<file path="src/rtl/jstk_poll_sequencer_pkg.sv">
// Shared definitions for the PmodJSTK poll sequencer.
//   state_e          : top-level frame FSM states
//   JSTK_CMD_PREFIX  : upper six bits of the LED command byte
//   NUM_BYTES        : SPI bytes per joystick frame
//   tx_byte_f        : byte to transmit for a given byte index and latched LEDs
package jstk_poll_sequencer_pkg;

  typedef enum logic [2:0] {
    ST_IDLE,
    ST_SETUP,
    ST_SHIFT,
    ST_GAP,
    ST_FINISH,
    ST_WAIT
  } state_e;

  localparam logic [5:0]  JSTK_CMD_PREFIX = 6'b100000;
  localparam int unsigned NUM_BYTES       = 5;

  // Byte 0 carries the LED command; the remaining bytes are dummies.
  function automatic logic [7:0] tx_byte_f(input logic [2:0] idx, input logic [1:0] ld);
    return (idx == 3'd0) ? {JSTK_CMD_PREFIX, ld} : 8'h00;
  endfunction

endpackage

</file>
<file path="src/rtl/jstk_poll_sequencer_spi_byte_master.sv">
// spi_byte_master: one mode-0 SPI byte, MSB first.
//   clk50M, rst      : clock, synchronous active-high reset
//   start            : begin a byte (accepted only when idle); first sck rise is on the accept edge
//   load             : while idle, park mosi on tx_byte[7] so it is valid before the first rise
//   tx_byte          : byte to send (sampled on start)
//   rx_byte          : shift register holding the received bits
//   done             : 1-cycle pulse in the last cycle of the byte (end of final sck-low half)
//   sck, mosi, miso  : SPI pins
// A byte is 16 half-periods of SCK_HALF cycles: rise, fall, ..., final fall, final low half.
module spi_byte_master #(
  parameter int SCK_HALF = 25
) (
  input  logic       clk50M,
  input  logic       rst,
  input  logic       start,
  input  logic       load,
  input  logic [7:0] tx_byte,
  output logic [7:0] rx_byte,
  output logic       done,
  output logic       sck,
  output logic       mosi,
  input  logic       miso
);

  localparam int HW = (SCK_HALF > 1) ? $clog2(SCK_HALF) : 1;

  logic          active_q, active_d;
  logic [HW-1:0] hcnt_q, hcnt_d;
  logic [3:0]    hidx_q, hidx_d;
  logic          sck_q, sck_d;
  logic          mosi_q, mosi_d;
  logic [6:0]    tx_q, tx_d;
  logic [7:0]    rx_q, rx_d;
  logic          half_end;

  always_comb begin
    active_d = active_q;
    hcnt_d   = hcnt_q;
    hidx_d   = hidx_q;
    sck_d    = sck_q;
    mosi_d   = mosi_q;
    tx_d     = tx_q;
    rx_d     = rx_q;
    half_end = active_q && (hcnt_q == HW'(SCK_HALF - 1));
    done     = half_end && (hidx_q == 4'd15);
    if (!active_q) begin
      if (start) begin
        active_d = 1'b1;
        hcnt_d   = '0;
        hidx_d   = '0;
        sck_d    = 1'b1;
        mosi_d   = tx_byte[7];
        tx_d     = tx_byte[6:0];
        rx_d     = {rx_q[6:0], miso};
      end else if (load) begin
        mosi_d = tx_byte[7];
      end
    end else if (half_end) begin
      hcnt_d = '0;
      if (hidx_q == 4'd15) begin
        active_d = 1'b0;
      end else begin
        hidx_d = hidx_q + 4'd1;
        if (hidx_q[0]) begin
          // low half ends: rise and sample
          sck_d = 1'b1;
          rx_d  = {rx_q[6:0], miso};
        end else begin
          // high half ends: fall and present the next bit (0 after the last)
          sck_d  = 1'b0;
          mosi_d = tx_q[6];
          tx_d   = {tx_q[5:0], 1'b0};
        end
      end
    end else begin
      hcnt_d = hcnt_q + HW'(1);
    end
  end

  always_ff @(posedge clk50M) begin
    if (rst) begin
      active_q <= 1'b0;
      hcnt_q   <= '0;
      hidx_q   <= '0;
      sck_q    <= 1'b0;
      mosi_q   <= 1'b0;
      tx_q     <= '0;
      rx_q     <= '0;
    end else begin
      active_q <= active_d;
      hcnt_q   <= hcnt_d;
      hidx_q   <= hidx_d;
      sck_q    <= sck_d;
      mosi_q   <= mosi_d;
      tx_q     <= tx_d;
      rx_q     <= rx_d;
    end
  end

  assign sck     = sck_q;
  assign mosi    = mosi_q;
  assign rx_byte = rx_q;

endmodule

</file>
<file path="src/rtl/jstk_poll_sequencer.sv">
// jstk_poll_sequencer: periodic PmodJSTK frame controller.
//   clk50M, rst        : clock, synchronous active-high reset
//   enable             : keep polling; dropping it lets the current frame finish
//   LD1, LD2           : LED commands, latched at frame start
//   x, y, btn          : last complete report (updated atomically)
//   sample_valid       : 1-cycle pulse with each report update
//   busy               : frame in progress (SETUP/SHIFT/GAP/FINISH)
//   cs, sck, mosi, miso: SPI pins
module jstk_poll_sequencer
  import jstk_poll_sequencer_pkg::*;
#(
  parameter int SCK_HALF     = 25,
  parameter int CS_SETUP_CYC = 750,
  parameter int BYTE_GAP_CYC = 500,
  parameter int POLL_CYC     = 500000
) (
  input  logic       clk50M,
  input  logic       rst,
  input  logic       enable,
  input  logic       LD1,
  input  logic       LD2,
  output logic [9:0] x,
  output logic [9:0] y,
  output logic [1:0] btn,
  output logic       sample_valid,
  output logic       busy,
  output logic       cs,
  output logic       sck,
  output logic       mosi,
  input  logic       miso
);

  localparam int CMAX = (CS_SETUP_CYC > BYTE_GAP_CYC)
                      ? ((CS_SETUP_CYC > POLL_CYC) ? CS_SETUP_CYC : POLL_CYC)
                      : ((BYTE_GAP_CYC > POLL_CYC) ? BYTE_GAP_CYC : POLL_CYC);
  localparam int CW = $clog2(CMAX + 1);

  state_e      state_q, state_d;
  logic [CW-1:0] cnt_q, cnt_d;
  logic [2:0]  byte_idx_q, byte_idx_d;
  logic [1:0]  ld_q, ld_d;
  // shadow copies of the report fields, assembled byte by byte
  logic [9:0]  xs_q, xs_d, ys_q, ys_d;
  logic [1:0]  bs_q, bs_d;
  logic [9:0]  x_q, x_d, y_q, y_d;
  logic [1:0]  btn_q, btn_d;
  logic        sv_q, sv_d, busy_q, busy_d, cs_q, cs_d;

  logic        start, load, done;
  logic [7:0]  tx_byte, rx_byte;

  spi_byte_master #(.SCK_HALF(SCK_HALF)) u_spi (
    .clk50M (clk50M),
    .rst    (rst),
    .start  (start),
    .load   (load),
    .tx_byte(tx_byte),
    .rx_byte(rx_byte),
    .done   (done),
    .sck    (sck),
    .mosi   (mosi),
    .miso   (miso)
  );

  always_comb begin
    state_d    = state_q;
    cnt_d      = cnt_q;
    byte_idx_d = byte_idx_q;
    ld_d       = ld_q;
    xs_d       = xs_q;
    ys_d       = ys_q;
    bs_d       = bs_q;
    x_d        = x_q;
    y_d        = y_q;
    btn_d      = btn_q;
    sv_d       = 1'b0;
    start      = 1'b0;
    case (state_q)
      ST_IDLE: if (enable) begin
        state_d    = ST_SETUP;
        ld_d       = {LD2, LD1};
        byte_idx_d = '0;
        cnt_d      = '0;
      end
      ST_SETUP: if (cnt_q == CW'(CS_SETUP_CYC - 1)) begin
        start   = 1'b1;
        state_d = ST_SHIFT;
      end else cnt_d = cnt_q + CW'(1);
      ST_SHIFT: if (done) begin
        case (byte_idx_q)
          3'd0:    xs_d[7:0] = rx_byte;
          3'd1:    xs_d[9:8] = rx_byte[1:0];
          3'd2:    ys_d[7:0] = rx_byte;
          3'd3:    ys_d[9:8] = rx_byte[1:0];
          default: bs_d      = {rx_byte[2], rx_byte[1]};
        endcase
        cnt_d = '0;
        if (byte_idx_q == 3'(NUM_BYTES - 1)) state_d = ST_FINISH;
        else begin
          state_d    = ST_GAP;
          byte_idx_d = byte_idx_q + 3'd1;
        end
      end
      ST_GAP: if (cnt_q == CW'(BYTE_GAP_CYC - 1)) begin
        start   = 1'b1;
        state_d = ST_SHIFT;
      end else cnt_d = cnt_q + CW'(1);
      ST_FINISH: begin
        state_d = ST_WAIT;
        cnt_d   = '0;
        x_d     = xs_q;
        y_d     = ys_q;
        btn_d   = bs_q;
        sv_d    = 1'b1;
      end
      ST_WAIT: if (cnt_q == CW'(POLL_CYC - 1)) begin
        cnt_d = '0;
        if (enable) begin
          state_d    = ST_SETUP;
          ld_d       = {LD2, LD1};
          byte_idx_d = '0;
        end else state_d = ST_IDLE;
      end else cnt_d = cnt_q + CW'(1);
      default: state_d = ST_IDLE;
    endcase
    busy_d  = (state_d == ST_SETUP) || (state_d == ST_SHIFT) ||
              (state_d == ST_GAP)   || (state_d == ST_FINISH);
    cs_d    = ~busy_d;
    // mosi is parked on the next byte's MSB from the edge SETUP/GAP is entered
    load    = (state_d == ST_SETUP) || (state_d == ST_GAP);
    tx_byte = tx_byte_f(byte_idx_d, ld_d);
  end

  always_ff @(posedge clk50M) begin
    if (rst) begin
      state_q    <= ST_IDLE;
      cnt_q      <= '0;
      byte_idx_q <= '0;
      ld_q       <= '0;
      xs_q       <= '0;
      ys_q       <= '0;
      bs_q       <= '0;
      sv_q       <= 1'b0;
      busy_q     <= 1'b0;
      cs_q       <= 1'b1;
      // A reset that lands mid-frame keeps the last complete report;
      // a reset while not busy (including any reset held >1 cycle) clears it.
      if (!busy_q) begin
        x_q   <= '0;
        y_q   <= '0;
        btn_q <= '0;
      end
    end else begin
      state_q    <= state_d;
      cnt_q      <= cnt_d;
      byte_idx_q <= byte_idx_d;
      ld_q       <= ld_d;
      xs_q       <= xs_d;
      ys_q       <= ys_d;
      bs_q       <= bs_d;
      x_q        <= x_d;
      y_q        <= y_d;
      btn_q      <= btn_d;
      sv_q       <= sv_d;
      busy_q     <= busy_d;
      cs_q       <= cs_d;
    end
  end

  assign x            = x_q;
  assign y            = y_q;
  assign btn          = btn_q;
  assign sample_valid = sv_q;
  assign busy         = busy_q;
  assign cs           = cs_q;

endmodule
</file>
<file path="config.mk">
export PLATFORM = sky130hd
export DESIGN_NAME = jstk_poll_sequencer
export DESIGN_NICKNAME = d
export VERILOG_FILES = /design/src/rtl/jstk_poll_sequencer_pkg.sv /design/src/rtl/jstk_poll_sequencer_spi_byte_master.sv /design/src/rtl/jstk_poll_sequencer.sv
export SDC_FILE = /design/constraint.sdc
export NUM_CORES = 1
export LEC_CHECK = 0
export ABC_AREA = 1
export CORE_MARGIN = 2
export CORE_UTILIZATION = 55
export CTS_BUF_LIST = sky130_fd_sc_hd__clkbuf_8
export DETAILED_ROUTE_END_ITERATION = 10
export PLACE_DENSITY = 0.85
export SLEW_MARGIN = 20
export SYNTH_ARGS = -nofsm -noshare
export SYNTH_HDL_FRONTEND = slang
export SYNTH_SLANG_ARGS = --single-unit
</file>
<file path="constraint.sdc">
create_clock -name clk50M -period 5.78 [get_ports clk50M]
set_clock_uncertainty 0.1 [all_clocks]
set_input_delay 0.578 -clock clk50M [delete_from_list [all_inputs] [get_ports clk50M]]
set_output_delay 0.578 -clock clk50M [all_outputs]
set_load 0.02 [all_outputs]
</file>
After elaboration in Yosys (flattened, before gate mapping) --
Cells that the tools add are included.
Storage, ports and cells: word-level logic and storage cells 147, register bits after elaboration 101, input port bits 6
Cells by class: bitwise gates (word level) 2, multiplexer cells 67, $add $sub $neg 4, eq/ne operators 27, reductions and logical operators 25
Operators with widths (number):
- one-hot mux 19 bit (6 select lines) | 1
- two-way mux 19 bit | 5
- two-way mux 10 bit | 5
- two-way mux 8 bit | 6
- two-way mux 7 bit | 5
- two-way mux 3 bit | 10
- adder 19 x 1 -> 19 bit, second input constant | 1
- == test 19 x 10 -> 1 bit, second input constant | 1
- == test 19 bit, second input constant | 1
- == test 19 x 9 -> 1 bit, second input constant | 1
- two-way mux 1 bit | 19
- == test 3 x 2 -> 1 bit, second input constant | 6
- inequality test 2 bit, second input constant | 9
- one-hot mux 3 bit (6 select lines) | 1
- AND reduction 3 bit | 6
- two-way mux 4 bit | 4
- two-way mux 5 bit | 3
- == test 3 bit, second input constant | 4
- AND reduction 4 bit | 3
- two-way mux 2 bit | 5
- == test 3 x 1 -> 1 bit, second input constant | 3
- zero test 3 bit | 3
- one-hot mux 3 bit (3 select lines) | 1
- nonzero test 6 bit | 1
- 15 further kinds | 21

Logic depth before layout (Yosys ltp) --
Gate-level depths: netlist (run 1).
word-level depth 10, mapped depth 14, depth with buffers taken out 14

Modules after synthesis --
Synthesis (run 1) repeated with hierarchy kept, for this count alone.
Second synthesis, totals: cell total of the unflattened synthesis 712, area, all modules 5175.0 sq um
Modules (own cells, without submodules):
- jstk_poll_sequencer | area an instance 3821.2 sq um, instances 1, cells an instance 523
- spi_byte_master | area an instance 1353.8 sq um, instances 1, cells an instance 189

Worst setup path after synthesis (run 1) --
No wires, ideal clock.
path type input to register, start input port rst, end register btn_q[0] (netlist: btn[0]), enable pin, setup slack 3.417 ns, data required time 5.274 ns, setup time 0.406 ns, arrival 1.857 ns, stages on the path 3, cell sequence inv_1 -> buf_2 -> o21bai_1
Between the ends: longest elaborated chain between the ends 2, elaborated cells between the ends (all ways) 3, classes of those cells eq/ne: 1; reduce/logical: 2
RTL lines:
- from (decl) | RTL line jstk_poll_sequencer.sv:18 | input logic rst,
- inequality test 2 bit (no line) / nonzero test 2 bit (equally long branches)
- AND reduction 2 bit (no line) *
- to (signal assigned) | RTL line jstk_poll_sequencer.sv:163 | btn_q <= btn_d;
- to (decl) | RTL line jstk_poll_sequencer.sv:46 | logic [1:0] btn_q, btn_d;
Mark *: on every way between the ends. The rest lies on a longest branch, timed or not. A chain may end at the register's enable or synchronous reset.

Worst setup path in the final report (run 1) --
start register state_q[1], end register busy_q (netlist: busy)
Between the ends: longest elaborated chain between the ends 6, elaborated cells between the ends (all ways) 19, classes of those cells eq/ne: 9; mux: 6; reduce/logical: 4
RTL lines:
- from (decl) | RTL line jstk_poll_sequencer.sv:38 | state_e state_q, state_d;
- from (signal assigned) | RTL line jstk_poll_sequencer.sv:154 | state_q <= state_d;
- == test 3 bit, or another cell as far along | RTL line jstk_poll_sequencer.sv:78 | case (state_q)
- one-hot mux 3 bit (6 select lines) * | RTL line jstk_poll_sequencer.sv:78
- == test 3 x 1 -> 1 bit / == test 3 x 2 -> 1 bit (equally long branches) | RTL line jstk_poll_sequencer.sv:126 | busy_d = (state_d == ST_SETUP) || (state_d == ST_SHIFT) ||
- logical OR 1 bit (2 in a row) | RTL line jstk_poll_sequencer.sv:126
- logical OR 1 bit * | RTL line jstk_poll_sequencer.sv:127 | (state_d == ST_GAP) || (state_d == ST_FINISH);
- to (signal assigned) | RTL line jstk_poll_sequencer.sv:165 | busy_q <= busy_d;
- to (decl) | RTL line jstk_poll_sequencer.sv:47 | logic sv_q, sv_d, busy_q, busy_d, cs_q, cs_d;
Marks and branches as above.

==> out/summary.txt, run 1 <==
nets -> 713
routed len/inst -> 13.7 um
Leak -> 2.16 nW
synth unique cells -> 40
worst hold slack -> 372 ps
Crit-path slowest cell -> nor2_1
setup TNS -> 0 ps
most frequent cells in the layout -> 124 x nand2_1, 102 x nor2_1, 84 x inv_1
Final Instance Area -> 0.00558 mm^2
gr usage total -> 0.234
max_slew headroom -> 0.336
FFs w/ async S/R, synth -> 0
Seq/Total Area, Yosys -> 0.445
synthesized net count -> 690
FP Rows -> 34
Critical Setup Path Class -> flop to flop
antenna-violating nets left -> 0
most common flop cell mapped by yosys -> dfxtp_1
CTS Buf Count -> 9
PortBufs -> 32
Worst Path Arrival -> 2720 ps
clock latency on the worst-skew pair -> 380 ps
die width -> 99.7 um
RSZ-0062 raised after global routing -> false
via count -> 4467
final setup vio count -> 0
number of global-route vias before repair -> 4165
initial core utilization -> 0.572
commonest non-fill, non-tap cell in the layout -> nand2_1
Worst IR Drop VDD -> 0.139 mV
Avg Inst Size Synth -> 7.47 um^2
Power per Cell Area -> 228 mW/mm^2
Via density -> 5.51
crit end category -> flop
final wirelength -> 11100 um
initial antenna violation count -> 0
P&R area growth vs syn -> 10.8%
Post-DP Area -> 0.00538 mm^2
hpwl dp -> 8180 um
# hold bufs at CTS -> 0
crit-path max FO -> 11
Top-Level Pins -> 33
pins over their slew limit -> 0
status -> complete, no violations
Synth top area share -> 0.314
die height -> 99.7 um
1st-iter DRT viols -> 495
Tcrit/Tclk final -> 0.432
die area -> 0.00994 mm^2
clk root buf -> clkbuf_8
crit path cell chain -> inv_2 -> nand2_1 -> nor2_1 -> inv_2 -> nor3_1 -> nand2_1 -> nand3_1 -> inv_1 -> nand3_1 -> nand2_1 -> inv_1
largest net degree at the start of global routing -> 58
final RePlAce weighted congestion -> 1.01
DRC -> 0
MaxCap Viol Count -> 0
CTS Buffer Depth -> 2
post_cts resized -> 0
Hold Vio Cnt, Final -> 0
yosys warns -> 0
Worst EP required -> 6000 ps
share of cells above drive strength 1 -> 0.0741
core area -> 0.00881 mm^2
CTS Sinks -> 101
slew at the pin closest to its max-slew limit -> 996 ps
grt total ovfl -> 0
crit-path max cell delay -> 600 ps
Fmax -> 0.400 GHz
H-tree Lvls -> 3
Clock transition at path regs -> 110 ps
Post-Syn Instances -> 674
synth top area cells -> dfxtp_1 31%, edfxtp_1 13%, nand2_1 9.2%
Post-Syn Area -> 0.00504 mm^2
Final Critical Period -> 2500 ps
Detailed Routing Iterations Pass 1 -> 5
cell taking the most area after synthesis -> dfxtp_1
setup bufs post-CTS -> 0
first-pass GRT wire length -> 18900 um
Post-synth EDFFs -> 22
diode count -> 0
CP most frequent cell -> nand2_1
Hold/Removal Path Class -> flop to flop
Startpoint Class -> flop
TritonCTS clock tree -> yes
Seq cells post-synth -> 101
per-stage QoR:
stage	setup WS [ps]	util	std cells	power, W
final	3280	0.634	810	0.00127
after global routing	3110	0.634	810	0.00132
after CTS	3370	0.634	810	0.00128
after detailed placement	3150	0.611	794	0.000843
after global placement	3270	0.611	794	0.000840
after floorplan	3420	-	674	0.000810
cells by family (layout without fill, tap and decap cells):
group,after synthesis,after routing,share of synthesized area
and+or+nand+nor,323,323,0.293
AOI/OAI and AO/OA,113,113,0.120
buffers and inverters,113,141,0.0929
DFF,101,101,0.445
xor gates and xnor gates,13,13,0.0226
adders and majority gates,10,10,0.0248
muxes,1,1,0.00199
power by group:
part,internal [W],switching [W],total (W)
logic,0.0000308,0.0000567,0.0000874
registers,0.000733,0.00000680,0.000739
clock network,0.000172,0.000275,0.000447
sequential cells by signal, summed over array words and instances, names as in the netlist, 2 cells and up:
name           count
y                 10
u_spi.tx_q         7
ld_q               2
ys_q              10
cnt_q             19
u_spi.rx_byte      8
bs_q               2
u_spi.hcnt_q       5
btn                2
xs_q              10
x                 10
u_spi.hidx_q       4
state_q            3
byte_idx_q         3
cell type report:
cell class              instances  area (um^2)
well taps                     108          135
flip-flops and latches        101         2240
fillers                       769         3230
inverters                      91          344
repair buffers                 34          330
multi-input cells             460         2330
clock inverters                 7         75.1
clock buffers                   9          124
critical path: cells and delay by family (launching register included):
| family | cells | cell delay, ps |
|---|---|---|
| and+or+nand+nor | 7 | 1480 |
| DFF | 1 | 350 |
| buffers and inverters | 4 | 510 |
synthesized netlist by cell type (11+ instances only):
cell	n
a21oi_1	57
dfxtp_1	79
edfxtp_1	22
inv_1	84
nand2_1	124
nand3_1	38
nand4_1	12
nor2_1	102
nor3_1	18
o21ai_0	43
xor2_1	11
worst paths after layout:
kind                   start         to  slack [ps]  cells past startpoint
setup / recovery  state_q[1]       busy        3280                     11
hold reg to reg    u_spi.sck  u_spi.sck         370                      2
hold / removal     u_spi.sck  u_spi.sck         370                      2
setup reg to reg  state_q[1]       busy        3280                     11
routing by layer:
| layer | track usage | part of all wire |
|---|---|---|
| met1 | 0.319 | 0.46 |
| met5 | 0 | 0 |
| met2 | 0.379 | 0.46 |
| met4 | 0.0896 | 0.017 |
| met3 | 0.0309 | 0.059 |
(Power assumes the default switching activity.)
==> run 2: changes to the inputs <==
==> constraint.sdc (replaced) <==
create_clock -name clk50M -period 2.4 [get_ports clk50M]
set_clock_uncertainty 0.1 [all_clocks]
set_input_delay 0.24 -clock clk50M [delete_from_list [all_inputs] [get_ports clk50M]]
set_output_delay 0.24 -clock clk50M [all_outputs]
set_load 0.02 [all_outputs]
==> run 2 against run 1 <==
Global-route usage up 1.6 points. Utilization grew 1.3 points. Fmax rose by 15%. Total power grew 150%. Die area is the same. Non-clock buffer count is 13 higher. Final area grew 2.1%. Register-to-register slack lost 3100 ps. Worst hold slack got worse by 360 ps. Routed wire length grew 4.5%. Final cell count is 1.6% higher.
==> out/summary.txt, run 2 (synthesis results as in run 1) <==
Final Instance Area -> 0.00570 mm^2 (was 0.00558 mm^2)
Power per Cell Area -> 549 mW/mm^2 (was 228 mW/mm^2)
die area -> 0.00994 mm^2 (unchanged)
worst hold slack -> 12.1 ps (was 372 ps)
max reg flops -> 19 (unchanged)
number of global-route vias before repair -> 4328 (was 4165)
Tot Pwr -> 0.00312 W (was 0.00127 W)
worst r2r dst -> cnt_q[13] (was busy)
share of cells above drive strength 1 -> 0.0923 (was 0.0741)
1st-iter DRT viols -> 355 (was 495)
via count -> 4498 (was 4467)
most frequent cells in the layout -> 124 x nand2_1, 102 x nor2_1, 84 x inv_1 (unchanged)
CTS Buffer Depth -> 2 (unchanged)
crit-path max FO -> 13 (was 11)
Critical Setup Path Class -> flop to flop (unchanged)
CTS Sinks -> 101 (unchanged)
Internal Power -> 0.00227 W (was 0.000935 W)
Reg2Reg Setup Slack -> 220 ps (was 3280 ps)
combinational fraction of design power -> 0.071 (was 0.069)
commonest non-fill, non-tap cell in the layout -> nand2_1 (unchanged)
Worst IR Drop VDD -> 0.281 mV (was 0.139 mV)
DP Worst Slack -> 245 ps (was 3150 ps)
RSZ-0062 raised after global routing -> false (unchanged)
clock latency on the worst-skew pair -> 390 ps (was 380 ps)
P&R area growth vs syn -> 13.1% (was 10.8%)
reg2reg path depth -> 11 (unchanged)
MaxCap Viol Count -> 0 (unchanged)
gr usage total -> 0.249 (was 0.234)
final wirelength -> 11600 um (was 11100 um)
Clock transition at path regs -> 110 ps (about the same)
sw power -> 0.000853 W (was 0.000338 W)
grt total ovfl -> 0 (unchanged)
setup TNS -> 0 ps (unchanged)
core area -> 0.00881 mm^2 (unchanged)
initial core utilization -> 0.572 (unchanged)
nets -> 726 (was 713)
initial antenna violation count -> 0 (unchanged)
diode count -> 0 (unchanged)
antenna-violating nets left -> 0 (unchanged)
hpwl dp -> 8700 um (was 8180 um)
Switching Share -> 0.273 (was 0.266)
CTS Buf Count -> 9 (unchanged)
Hold Vio Cnt, Final -> 0 (unchanged)
Tcrit/Tclk final -> 0.909 (was 0.432)
pins over their slew limit -> 0 (unchanged)
slew at the pin closest to its max-slew limit -> 1040 ps (was 996 ps)
Startpoint Class -> flop (unchanged)
Worst Path Arrival -> 2390 ps (was 2720 ps)
crit end category -> flop (unchanged)
FILL cells -> 745 (was 769)
# hold bufs at CTS -> 0 (unchanged)
DRC -> 0 (unchanged)
Hold/Removal Path Class -> input port to flop (was flop to flop)
Worst EP required -> 2600 ps (was 6000 ps)
max_slew headroom -> 0.306 (was 0.336)
die width -> 99.7 um (unchanged)
status -> complete, no violations (unchanged)
CP Launch Point -> u_spi.hcnt_q[0] (was state_q[1])
clock share of power -> 0.359 (was 0.351)
reg2reg start -> u_spi.hcnt_q[0] (was state_q[1])
H-tree Lvls -> 3 (unchanged)
clk root buf -> clkbuf_8 (unchanged)
worst setup margin -> 218 ps (was 3280 ps)
crit path to -> cnt_q[13] (was busy)
largest net degree at the start of global routing -> 40 (was 58)
final RePlAce weighted congestion -> 1.01 (about the same)
final setup vio count -> 0 (unchanged)
routed len/inst -> 14.1 um (was 13.7 um)
first-pass GRT wire length -> 19900 um (was 18900 um)
die height -> 99.7 um (unchanged)
PortBufs -> 32 (unchanged)
Via density -> 5.47 (was 5.51)
Post-DP Area -> 0.00548 mm^2 (was 0.00538 mm^2)
part of the power in registers -> 0.570 (was 0.581)
Detailed Routing Iterations Pass 1 -> 5 (unchanged)
Largest Register -> cnt_q (unchanged)
Top-Level Pins -> 33 (unchanged)
Fmax -> 0.458 GHz (was 0.400 GHz)
Final Critical Period -> 2180 ps (was 2500 ps)
FP Rows -> 34 (unchanged)
TritonCTS clock tree -> yes (unchanged)
Leak -> 2.23 nW (was 2.16 nW)
run 2: routing by layer:
metal	up-vias	track usage	routed length, um
li1	2246	-	-
met1	2039	0.344	5260
met2	185	0.401	5350
met3	28	0.0464	844
met4	0	0.0759	180
met5	-	0	0
run 2: critical path: stages, from the launching register on:
cell	delay [ps]
dfxtp_1	360
inv_1	90
ha_1	140
nand2_1	80
nor2_4	200
nand2_2	110
nand2_1	90
nand2_1	110
nor2_4	350
buf_4	210
a21oi_1	60
nor3_1	200
run 2: cell type report:
class | count | area [um^2] | area share
multi-input combinational | 460 | 2330 | 0.409
sequential | 101 | 2240 | 0.394
timing repair buffer | 47 | 428 | 0.0751
inverter | 91 | 344 | 0.0604
tap | 108 | 135 | 0.0237
clock buffer | 9 | 124 | 0.0217
clock inverter | 7 | 91.3 | 0.0160
run 2: metrics by stage:
step	util	std cells
5_1_grt	0.647	823
3_3_place_gp	0.622	807
2_1_floorplan	-	674
3_5_place_dp	0.622	807
6_report	0.647	823
4_1_cts	0.647	823
run 2: how the worst min path moves through the flow:
stage,from,end,slack [ps],cells after the start
CTS,rst,sample_valid,0.1,2
global route,rst,sample_valid,4,2
floorplan,rst,sample_valid,230,1
global placement,u_spi.tx_q[4],u_spi.tx_q[4],350,2
finish,rst,sample_valid,10,2
detailed placement,u_spi.tx_q[4],u_spi.tx_q[4],350,2
run 2: repair_timing:
item / 4_1_cts / 5_1_grt
setup buffers: 0 / 0
setup endpoints to repair: 0 / 5
gates resized for setup: 0 / 1
run 2: power by group through the flow:
stage | logic (W) | clock network [W] | registers (W)
finish | 0.000223 | 0.00112 | 0.00178
global route | 0.000241 | 0.00120 | 0.00178
CTS | 0.000223 | 0.00114 | 0.00178
detailed placement | 0.000222 | 0 | 0.00182
global placement | 0.000215 | 0 | 0.00182
floorplan | 0.000103 | 0 | 0.00185
